File: config.mk
export PLATFORM = sky130hd
export DESIGN_NAME = pipe_stage_skid
export DESIGN_NICKNAME = d
export VERILOG_FILES = /design/src/rtl/pipe_pkg.sv /design/src/rtl/pipe_sat_counter.sv /design/src/rtl/pipe_stage_skid.sv
export SDC_FILE = /design/constraint.sdc
export NUM_CORES = 1
export LEC_CHECK = 0
export BUFFER_PORTS_ARGS = -buffer_cell sky130_fd_sc_hd__buf_2
export CORE_ASPECT_RATIO = 1.2
export CORE_MARGIN = 2
export CORE_UTILIZATION = 55
export CTS_CLUSTER_SIZE = 10
export DETAILED_ROUTE_END_ITERATION = 6
export PLACE_DENSITY = 0.81
export SLEW_MARGIN = 20
export SYNTH_ARGS = -nofsm -noshare
export SYNTH_HDL_FRONTEND = slang
export SYNTH_SLANG_ARGS = --single-unit
export TNS_END_PERCENT = 20
File: constraint.sdc
create_clock -name Clk -period 14.8 [get_ports Clk]
set_clock_uncertainty 0.05 [all_clocks]
set_input_delay 2.22 -clock Clk [delete_from_list [all_inputs] [get_ports Clk]]
set_output_delay 2.22 -clock Clk [all_outputs]
set_load 0.01 [all_outputs]
File: src/rtl/pipe_pkg.sv
// Shared types for CPU pipeline-stage registers: occupancy states and the
// stage control bundle whose all-zero encoding is the NOP bubble.
package pipe_pkg;

  typedef enum logic [1:0] {
    ST_EMPTY = 2'd0,
    ST_FULL  = 2'd1,
    ST_SKID  = 2'd2
  } pipe_state_e;

  typedef struct packed {
    logic        reg_wr;
    logic        mem_wr;
    logic        mem_rd;
    logic        mem_to_reg;
    logic        alu_src;
    logic        branch;
    logic        jump;
    logic        ext_op;
    logic [3:0]  alu_ctr;
    logic [4:0]  rd;
    logic [4:0]  rs;
    logic [4:0]  rt;
    logic [2:0]  mem_size;
    logic [17:0] rsvd;
  } stage_ctrl_t;

  // Zero encoding: no register write, no memory access, no branch.
  localparam stage_ctrl_t STAGE_CTRL_NOP = '0;

endpackage

File: src/rtl/pipe_sat_counter.sv
// Event counter that sticks at all-ones; cleared only by reset.
module pipe_sat_counter #(
  parameter int CNT_W = 16
) (
  input  logic             Clk,
  input  logic             Rst,
  input  logic             inc,
  output logic [CNT_W-1:0] count
);

  function automatic logic [CNT_W-1:0] sat_inc(input logic [CNT_W-1:0] v);
    if (&v) return v;
    return v + {{(CNT_W-1){1'b0}}, 1'b1};
  endfunction

  always_ff @(posedge Clk or posedge Rst) begin
    if (Rst) count <= '0;
    else if (inc) count <= sat_inc(count);
  end

endmodule

File: src/rtl/pipe_stage_skid.sv
// Pipeline-stage register with valid/ready handshake, optional skid entry,
// flush-to-bubble on the control field and stall/bubble counters.
module pipe_stage_skid
  import pipe_pkg::*;
#(
  parameter int                 DATA_W   = 128,
  parameter int                 CTRL_W   = 48,
  parameter logic [CTRL_W-1:0]  CTRL_RST = CTRL_W'(STAGE_CTRL_NOP),
  parameter bit                 SKID     = 1'b1,
  parameter int                 CNT_W    = 16
) (
  input  logic              Clk,
  input  logic              Rst,
  input  logic              in_valid,
  output logic              in_ready,
  input  logic [CTRL_W-1:0] in_ctrl,
  input  logic [DATA_W-1:0] in_data,
  input  logic              flush,
  output logic              out_valid,
  input  logic              out_ready,
  output logic [CTRL_W-1:0] out_ctrl,
  output logic [DATA_W-1:0] out_data,
  output logic [CNT_W-1:0]  stall_cnt,
  output logic [CNT_W-1:0]  bubble_cnt
);

  pipe_state_e       state, state_n;
  logic              rdy_q;
  logic [CTRL_W-1:0] skid_ctrl;
  logic [DATA_W-1:0] skid_data;
  logic              push, pop;

  // Without a skid entry the stage can only accept when its beat leaves now.
  assign in_ready = SKID ? rdy_q : (!out_valid || out_ready);
  assign pop      = out_valid && out_ready;
  assign push     = in_valid && in_ready && !flush;

  always_comb begin
    state_n = state;
    case (state)
      ST_EMPTY: if (push) state_n = ST_FULL;
      ST_FULL: begin
        if (push && !pop)      state_n = SKID ? ST_SKID : ST_FULL;
        else if (!push && pop) state_n = ST_EMPTY;
      end
      ST_SKID:  if (pop) state_n = ST_FULL;
      default:  state_n = ST_EMPTY;
    endcase
    if (flush) state_n = ST_EMPTY;
  end

  // Stage boundary: main entry drives out_*, skid entry backs it up.
  always_ff @(posedge Clk or posedge Rst) begin
    if (Rst) begin
      state     <= ST_EMPTY;
      out_valid <= 1'b0;
      rdy_q     <= 1'b1;
      out_ctrl  <= CTRL_RST;
      out_data  <= '0;
      skid_ctrl <= CTRL_RST;
      skid_data <= '0;
    end else begin
      state     <= state_n;
      out_valid <= (state_n != ST_EMPTY);
      rdy_q     <= (state_n != ST_SKID);
      if (flush) begin
        out_ctrl  <= CTRL_RST;
        skid_ctrl <= CTRL_RST;
      end else begin
        case (state)
          ST_EMPTY: begin
            if (push) begin
              out_ctrl <= in_ctrl;
              out_data <= in_data;
            end
          end
          ST_FULL: begin
            if (push && pop) begin
              out_ctrl <= in_ctrl;
              out_data <= in_data;
            end else if (push) begin
              skid_ctrl <= in_ctrl;
              skid_data <= in_data;
            end else if (pop) begin
              out_ctrl <= CTRL_RST;
            end
          end
          ST_SKID: begin
            if (pop) begin
              out_ctrl  <= skid_ctrl;
              out_data  <= skid_data;
              skid_ctrl <= CTRL_RST;
            end
          end
          default: ;
        endcase
      end
    end
  end

  pipe_sat_counter #(.CNT_W(CNT_W)) u_stall_cnt (
    .Clk   (Clk),
    .Rst   (Rst),
    .inc   (out_valid && !out_ready),
    .count (stall_cnt)
  );

  pipe_sat_counter #(.CNT_W(CNT_W)) u_bubble_cnt (
    .Clk   (Clk),
    .Rst   (Rst),
    .inc   (flush && (out_valid || state == ST_SKID)),
    .count (bubble_cnt)
  );

endmodule

; ---- Word level (Yosys, flattened, before mapping)
; Cells that the tools add are included.
[totals]
reg_bits = 388
wordCells = 79
[classes]
n_addsub = 2
eq_ne = 14
n_mux = 26
bitwise_logic = 2
reduce_logical = 26
[ops]
columns = operator, count
row1 = $mux 128, 3
row2 = $mux 48, 8
row3 = $pmux 128 s3, 1
row4 = $pmux 48 s3, 1
row5 = $pmux 48 s2, 1
row6 = $add 16x1->16 const B, 2
row7 = $mux 16, 2
row8 = $reduce_and 16->1, 2
row9 = $ne 2x2->1 const B, 6
row10 = $ne 3x3->1 const B, 4
row11 = $mux 2, 5
row12 = $reduce_and 5->1, 2
row13 = $logic_and 1x1->1, 8
row14 = $ne 4x4->1 const B, 2
row15 = $reduce_and 4->1, 2
row16 = $pmux 2 s3, 1
row17 = $reduce_bool 3->1, 2
row18 = $logic_not 1->1, 4
row19 = $mux 1, 4
row20 = $reduce_and 2->1, 2
row21 = $reduce_bool 4->1, 1
row22 = $eq 2x1->1 const B, 1
row23 = $eq 2x2->1 const B, 1
row24 = $logic_not 2->1, 1
row25 = other kinds (3), 4

; ---- Logic depth before layout (Yosys ltp)
; Gate-level depths: netlist of the first run.
[logic_depth]
depth_word = 9
depth_mapped = 9

; ---- By module
; Synthesis of the first run repeated with hierarchy kept, for this count alone.
[unflattened]
hier_cells = 1149
area_unflattened_um2 = 17290.3
[by_module_without_submodules]
columns = mod, instances, cells_per_inst, area_each_um2, seq_area_each_um2
row1 = pipe_stage_skid, 1, 1003, 15693.8, 8909.8
row2 = pipe_sat_counter, 2, 73, 798.3, 400.4

; ---- Worst setup path after synthesis of the first run
; OpenSTA, ideal clock, no wires.
[synth_timing]
kind = in2reg
start = in flush
end = reg out_data[100]
setup_ns = 0.125
arrival_ns = 3.724
required_time_ns = 14.625
slack_ns = 10.901
path_stages = 6
cell_sequence = nand3b_1 -> a22o_1 -> or4b_4 -> buf_6 -> buf_6 -> mux2_4
[synth_between]
elab_chain_len = 5
[synth_rtl]
columns = element, line_no
row1 = "start, declared", pipe_stage_skid.sv:18  ; input logic flush,
row2 = $logic_not 1->1, pipe_stage_skid.sv:36  ; assign push = in_valid && in_ready && !flush;
row3 = $logic_and 1x1->1, pipe_stage_skid.sv:36
row4 = $logic_and 1x1->1, pipe_stage_skid.sv:78  ; if (push && pop) begin
row5 = $ne 2x2->1 (no line), --
row6 = $reduce_and 5->1 (no line) (*), --
row7 = "end signal, assigned", pipe_stage_skid.sv:74  ; out_data <= in_data;
row8 = "end signal, assigned", pipe_stage_skid.sv:80  ; out_data <= in_data;
row9 = "end signal, assigned", pipe_stage_skid.sv:91  ; out_data <= skid_data;
row10 = "end, declared", pipe_stage_skid.sv:22  ; output logic [DATA_W-1:0] out_data,
; Mark *: on every way between the ends. The rest lies on a longest branch, timed or not.
; A chain may end at the register's enable or synchronous reset.

; ---- Final worst setup path of the first run
[layout_timing]
start = in flush
end = reg skid_data[113]
[layout_between]
elab_chain_len = 5
[layout_rtl]
columns = element, line_no
row1 = $logic_not 1->1, pipe_stage_skid.sv:36
row2 = $logic_and 1x1->1, pipe_stage_skid.sv:36
row3 = $logic_and 1x1->1, pipe_stage_skid.sv:78
row4 = $not 1->1 (no line), --
row5 = $reduce_and 4->1 (no line) (*), --
row6 = "end signal, assigned", pipe_stage_skid.sv:83  ; skid_data <= in_data;
row7 = "end, declared", pipe_stage_skid.sv:30  ; logic [DATA_W-1:0] skid_data;
; Marks and branches as above.

==> impl_metrics.json, run 1 <==
{
  "pin_count": 391,
  "cts_sinks": 388,
  "min_period_ns": 4.56,
  "area_delta_synth_final_pct": 19.5,
  "fin_ws_ns": 10.24,
  "p_sw_share_pct": 28.3,
  "synth_compound_area_share_pct": 6.76,
  "ctsResizeCount": 0,
  "wl_um": 41800,
  "status": "complete, no violations",
  "synth_top_family_by_area": "multiplexers",
  "cp-start-kind": "input port",
  "io_buffers": 390,
  "max-cap-violations": 0,
  "synth_seq_cells": 388,
  "drtIter0Drc": 875,
  "max_freq_ghz": 0.220,
  "ys_seq_area_share_pct": 54.8,
  "cts_tree": "done",
  "setup_viol": 0,
  "n_fill_cell": 2296,
  "synthSimpleGateAreaFrac_pct": 6.88,
  "tightestPinTransition_ns": 1.10,
  "synthArstFlopShare_pct": 100,
  "synth_cells": 1295,
  "grt_pass1_wl_um": 67900,
  "critPathSlowestCell": "buf_4",
  "first_global_vias": 12500,
  "drc": 0,
  "total_power_w": 0.00334,
  "vdd_drop_max_uv": 109,
  "hold-path-cell-count": 2,
  "via_count": 11900,
  "finalWeightedCongestion": 0.796,
  "cp_cell_sequence": "buf_2, and3b_1, nand3_4, buf_4, mux2_2",
  "powerDensity_nw_per_um2": 158,
  "p_int_w": 0.00239,
  "place_hpwl_um": 27300,
  "slew_viol_final": 0,
  "critical_path_arrival_ns": 4.92,
  "die_h_um": 201,
  "worstHoldPathType": "reg2reg",
  "final_layout_size_suffix_gt1_share_pct": 51.3,
  "overflow": 0,
  "cp_max_fo": 69,
  "viasPerCell": 5.75,
  "hold_start": "skid_ctrl[16]$_DFFE_PP0P_",
  "synthTopCellsByArea": "dfrtp_1 55%, mux2_2 17%, mux2_4 10%",
  "rr_endpoint": "out_data[126]$_DFFE_PP0P_",
  "netlist-cell-type-count": 50,
  "postCtsHoldBufs": 0,
  "grt_max_degree": 107,
  "layout.nets": 1848,
  "clock_path_buffers": 3,
  "yosysTopAreaCell": "dfrtp_1",
  "whs_endpoint": "skid_ctrl[16]$_DFFE_PP0P_",
  "p_leak_nw": 10.2,
  "synth_area_per_cell_um2": 13.7,
  "cp-startpoint": "flush",
  "clk_pin_slew_ns": 0.05,
  "synthMuxAreaShare_pct": 27.2,
  "grt_usage_pct": 24.8,
  "cts-root-buf": "clkbuf_16",
  "synth_edf_count": 0,
  "final_core_util_pct": 66.2,
  "path_class": "in2reg",
  "rsz0062_at_grt": "no",
  "cp_data_required_time_ns": 15.17,
  "clockPowerShare_pct": 29.1,
  "dp_slack_ns": 9.76,
  "clock_latency_ns": 0.55,
  "period_share_pct": 30.8,
  "power.switching_w": 0.000946,
  "worstSetupEndpointType": "flop",
  "r2r_start": "state[0]$_DFF_PP0_",
  "slowest_delay_ns": 0.86,
  "dieArea_um2": 33700,
  "start_util_pct": 55.4,
  "row_count": 72,
  "postRouteAntennaNets": 0,
  "synthXorXnorAreaFrac_pct": 1.24,
  "yosys_warnings": 0,
  "avgRoutedWirePerCell_um": 20.1,
  "grt_antenna_before_repair": 6,
  "postCtsSetupRepairBufs": 0,
  "design.core.area_um2": 32000,
  "fin_setup_tns_ns": 0,
  "hold_viol_final": 0,
  "synth.top_cell.area_share_pct": 54.6,
  "r2r_slack_ns": 11.33,
  "clock_tree.htree_level_count": 2,
  "cts_made_buffers": 45,
  "combPwrFrac_pct": 24.5,
  "die_x_um": 168,
  "synthFlopType": "dfrtp_1",
  "synthAdderAreaFrac_pct": 0.480,
  "drt_pass1_iterations": 5,
  "reg2reg_depth": 6,
  "slew_headroom_pct": 26.5,
  "netlist_area_um2": 17700,
  "synth_nets": 1482,
  "seq_power_share_pct": 46.5
}
[registers in the layout, summed over array words and instances, names as in the netlist]
register and cells:
skid_ctrl 48, out_ctrl 48, state 2, u_stall_cnt.count 16, out_data 128, out_valid 1, u_bubble_cnt.count 16, skid_data 128
in_ready 1
[logic make-up after synthesis]
| family | Yosys count |
|---|---|
| multiplexers | 388 |
| flip-flops | 388 |
| AND/OR/NAND/NOR | 237 |
| AO/OA/AOI/OAI | 160 |
| buffers and inverters | 90 |
| XOR/XNOR | 25 |
| adder cells (fa/ha/maj) | 7 |
[cell usage in the layout (no fill, tap or decap), types with 11 or more instances in the layout]
master,count
clkbuf_16,47
mux2_2,267
dfrtp_1,387
nor2b_1,48
o2bb2ai_1,48
nand3_1,11
mux2_4,120
xor2_1,18
nor3_1,14
a221oi_1,48
buf_2,390
nand2_1,108
o21ai_0,52
[synth_stat cells, types with 2 or more instances]
master / n
a22o_1: 2
nor4_2: 2
nor2_1: 9
and4_1: 4
o21ai_0: 52
and3b_1: 2
nand4_1: 10
xnor2_1: 7
and2_1: 2
buf_1: 9
dfrtp_1: 387
a211oi_1: 2
nand2_1: 108
mux2_4: 120
nand3_1: 12
a221oi_1: 48
nor2b_1: 48
mux2_2: 267
o2bb2ai_1: 48
nor4_1: 6
nor3b_1: 3
inv_1: 4
buf_6: 14
clkbuf_1: 41
nor3_1: 14
ha_1: 6
and3_1: 2
nand3b_1: 2
nor4b_1: 3
xor2_1: 18
buf_2: 22
nand2b_1: 3
[power groups by stage]
| stage | registers, W | logic, W | clock network [W] |
|---|---|---|---|
| after floorplan | 0.00159 | 0.000465 | 0 |
| after global placement | 0.00153 | 0.000789 | 0 |
| after detailed placement | 0.00156 | 0.000821 | 0 |
| after CTS | 0.00155 | 0.000825 | 0.000991 |
| after global routing | 0.00159 | 0.000880 | 0.00103 |
| final | 0.00155 | 0.000817 | 0.000972 |
[per-stage QoR]
stage | cells | hold WS [ns] | instance area (µm²)
floorplan | 1295 | 0.401 | 17700
global placement | 2019 | 0.414 | 19900
detailed placement | 2021 | 0.419 | 19900
CTS | 2074 | 0.433 | 21200
global route | 2075 | 0.449 | 21200
finish | 2075 | 0.432 | 21200
[worst max-delay path by stage]
stage,end,slack (ns),depth (start not counted)
finish,skid_data[113]$_DFFE_PP0P_,10.24,5
global placement,skid_data[105]$_DFFE_PP0P_,9.79,5
CTS,skid_data[16]$_DFFE_PP0P_,10.34,5
floorplan,out_ctrl[0]$_DFFE_PP0P_,1.75,1
detailed placement,skid_data[108]$_DFFE_PP0P_,9.76,5
global route,skid_data[16]$_DFFE_PP0P_,10.17,5
[layout make-up]
cell class / count / area (µm²) / share of cell area (%)
Sequential cell: 388 / 9710 / 45.9
Multi-Input combinational cell: 817 / 7600 / 35.9
Timing Repair Buffer: 405 / 2110 / 9.96
Clock buffer: 51 / 1200 / 5.67
Tap cell: 407 / 509 / 2.41
Inverter: 4 / 22.5 / 0.106
Clock inverter: 2 / 17.5 / 0.0827
Antenna cell: 1 / 2.50 / 0.0118
[critical path, delay by kind of cell]
kind / cells / cell delay [ns]
AND/OR/NAND/NOR: 2 / 0.93
multiplexers: 1 / 0.42
buffers and inverters: 2 / 1.13
[layer usage]
metal	GRT usage (%)	vias to the layer above	wire length, µm
met5	0	-	34
li1	-	5405	-
met3	6.86	81	3110
met2	41.7	385	20700
met4	7.76	6	1190
met1	31.3	6063	16700
Power figures use the tool's default switching activity.
==> run 2, diff against run 1 <==
CORE_UTILIZATION = 49   (was 55)
PLACE_DENSITY = 0.76   (was 0.81)
clock period = 3.92 ns   (was 14.8 ns; I/O delays follow)
==> run 2 against run 1 <==
  * Sequential share of layout area shrank 0.33 points
  * Global-route usage decreased by 3.1 points
  * Die area up 12%
  * Non-clock buffer count up 8
  * Clock power grew to 3.7 times the previous value
  * Power rose to 3.7 times the previous value
  * Via count fell by 0.44%
  * Routed wire length down 0.25%
  * Design area is 0.72% higher
  * Largest power group unchanged
  * Critical endpoint is now skid_data[119]$_DFFE_PP0P_
  * Setup slack worse by 9.5 ns
==> impl_metrics.json, run 2 (synthesis gave the netlist of run 1 again) <==
{
  "layout.nets": 1856,
  "reg_top3": "out_data x128, skid_data x128",
  "tightestPinTransition_ns": 1.04,
  "powerDensity_nw_per_um2": 586,
  "grt_antenna_before_repair": 12,
  "cp-start-kind": "flop",
  "critical_path_buf_inv_count": 3,
  "slowest_delay_ns": 0.77,
  "io_buffers": 390,
  "r2r_start": "state[1]$_DFF_PP0_",
  "rsz0062_at_grt": "no",
  "min_period_ns": 3.13,
  "hold_viol_final": 0,
  "p_int_w": 0.00898,
  "slew_headroom_pct": 30.3,
  "cp_data_required_time_ns": 4.28,
  "layout_commonest_cell": "buf_2",
  "cts_tree": "done",
  "max_freq_ghz": 0.320,
  "grt_pass1_wl_um": 65700,
  "power.switching_w": 0.00352,
  "cp_cell_sequence": "inv_1, ha_1, nand3_4, buf_4, buf_4, mux2_2",
  "avgRoutedWirePerCell_um": 19.4,
  "max-cap-violations": 0,
  "finalWeightedCongestion": 0.842,
  "clock_tree.htree_level_count": 2,
  "status": "complete, no violations",
  "start_util_pct": 49.6,
  "crit_cells": 6,
  "first_global_vias": 12400,
  "drt_pass1_iterations": 5,
  "die_h_um": 212,
  "fin_ws_ns": 0.793,
  "postCtsHoldBufs": 0,
  "postRouteAntennaNets": 0,
  "rr_endpoint": "skid_data[119]$_DFFE_PP0P_",
  "worstHoldPathType": "in2async",
  "holdWs_ns": 0.138,
  "cts_made_buffers": 45,
  "critical_path_arrival_ns": 3.49,
  "cp_max_fo": 73,
  "combPwrFrac_pct": 24.6,
  "period_share_pct": 79.8,
  "crit_end": "skid_data[119]$_DFFE_PP0P_",
  "grt_max_degree": 112,
  "slew_viol_final": 0,
  "worst_path_most_repeated_cell": "buf_4",
  "ctsResizeCount": 0,
  "viasPerCell": 5.53,
  "final_layout_size_suffix_gt1_share_pct": 51.4,
  "design.core.area_um2": 35800,
  "vdd_drop_max_uv": 319,
  "critPathSlowestCell": "buf_4",
  "pin_count": 391,
  "path_class": "reg2reg",
  "fin_setup_tns_ns": 0,
  "layout_common_cells": "390 x buf_2, 387 x dfrtp_1, 267 x mux2_2",
  "drtIter0Drc": 656,
  "dp_slack_ns": 0.463,
  "overflow": 0,
  "cp-startpoint": "state[1]$_DFF_PP0_",
  "row_count": 76,
  "cts-root-buf": "clkbuf_16",
  "cts_sinks": 388,
  "area_delta_synth_final_pct": 20.3,
  "worstSetupEndpointType": "flop",
  "clockPowerShare_pct": 28.6,
  "seq_power_share_pct": 46.8,
  "clock_path_buffers": 3,
  "die_x_um": 178,
  "via_count": 11900,
  "setup_viol": 0,
  "p_leak_nw": 10.3,
  "dieArea_um2": 37700,
  "clk_pin_slew_ns": 0.06,
  "grt_usage_pct": 21.7,
  "drc": 0,
  "reg2reg_depth": 6,
  "clock_latency_ns": 0.54,
  "cp_top_family": "buffers and inverters",
  "p_sw_share_pct": 28.2,
  "place_hpwl_um": 27500,
  "postCtsSetupRepairBufs": 0,
  "r2r_slack_ns": 0.79,
  "wl_um": 41700
}
-- run 2: cell count changes in the layout (fill, tap and decap cells not counted), sizes merged --
cell,change
inv,-3
clkinv,+2
clkinvlp,+1
clkbuf,+3
buf,+8
diode,+4
-- run 2: worst min-delay path by stage --
stage          slack [ns]                         end  depth (start not counted)
2_1_floorplan        0.40    skid_ctrl[0]$_DFFE_PP0P_                          2
6_report             0.14    out_data[97]$_DFFE_PP0P_                          2
4_1_cts              0.14  skid_data[108]$_DFFE_PP0P_                          2
3_5_place_dp         0.42    out_ctrl[42]$_DFFE_PP0P_                          1
5_1_grt              0.17  skid_data[107]$_DFFE_PP0P_                          2
3_3_place_gp         0.41   skid_ctrl[41]$_DFFE_PP0P_                          2
-- run 2: stage by stage --
step	total power, W	util [%]	instance area (µm²)	instances
floorplan	0.00777	-	17700	1295
finish	0.0125	59.6	21300	2151
global placement	0.00879	56.3	20100	2090
detailed placement	0.00898	56.3	20100	2090
CTS	0.0126	59.6	21300	2146
global route	0.0132	59.6	21300	2149
-- run 2: routing by layer --
| metal | global-route usage [%] | wire, µm |
|---|---|---|
| met3 | 6.83 | 3400 |
| met4 | 6.87 | 1150 |
| met1 | 26.9 | 16700 |
| met5 | 0 | 90 |
| met2 | 36.0 | 20400 |
-- run 2: power groups by stage --
stage	registers [W]	clock network, W	logic (W)
global route	0.00598	0.00384	0.00333
CTS	0.00584	0.00367	0.00311
detailed placement	0.00588	0	0.00310
finish	0.00585	0.00358	0.00307
global placement	0.00581	0	0.00299
floorplan	0.00602	0	0.00176
-- run 2: cell type report --
class / instances / area, µm²
tap: 468 / 586
inverter: 4 / 18.8
multi-input combinational: 817 / 7600
fill: 2869 / 14400
clock buffer: 54 / 1170
sequential: 388 / 9710
antenna: 5 / 12.5
clock inverter: 2 / 13.8
timing repair buffer: 413 / 2210
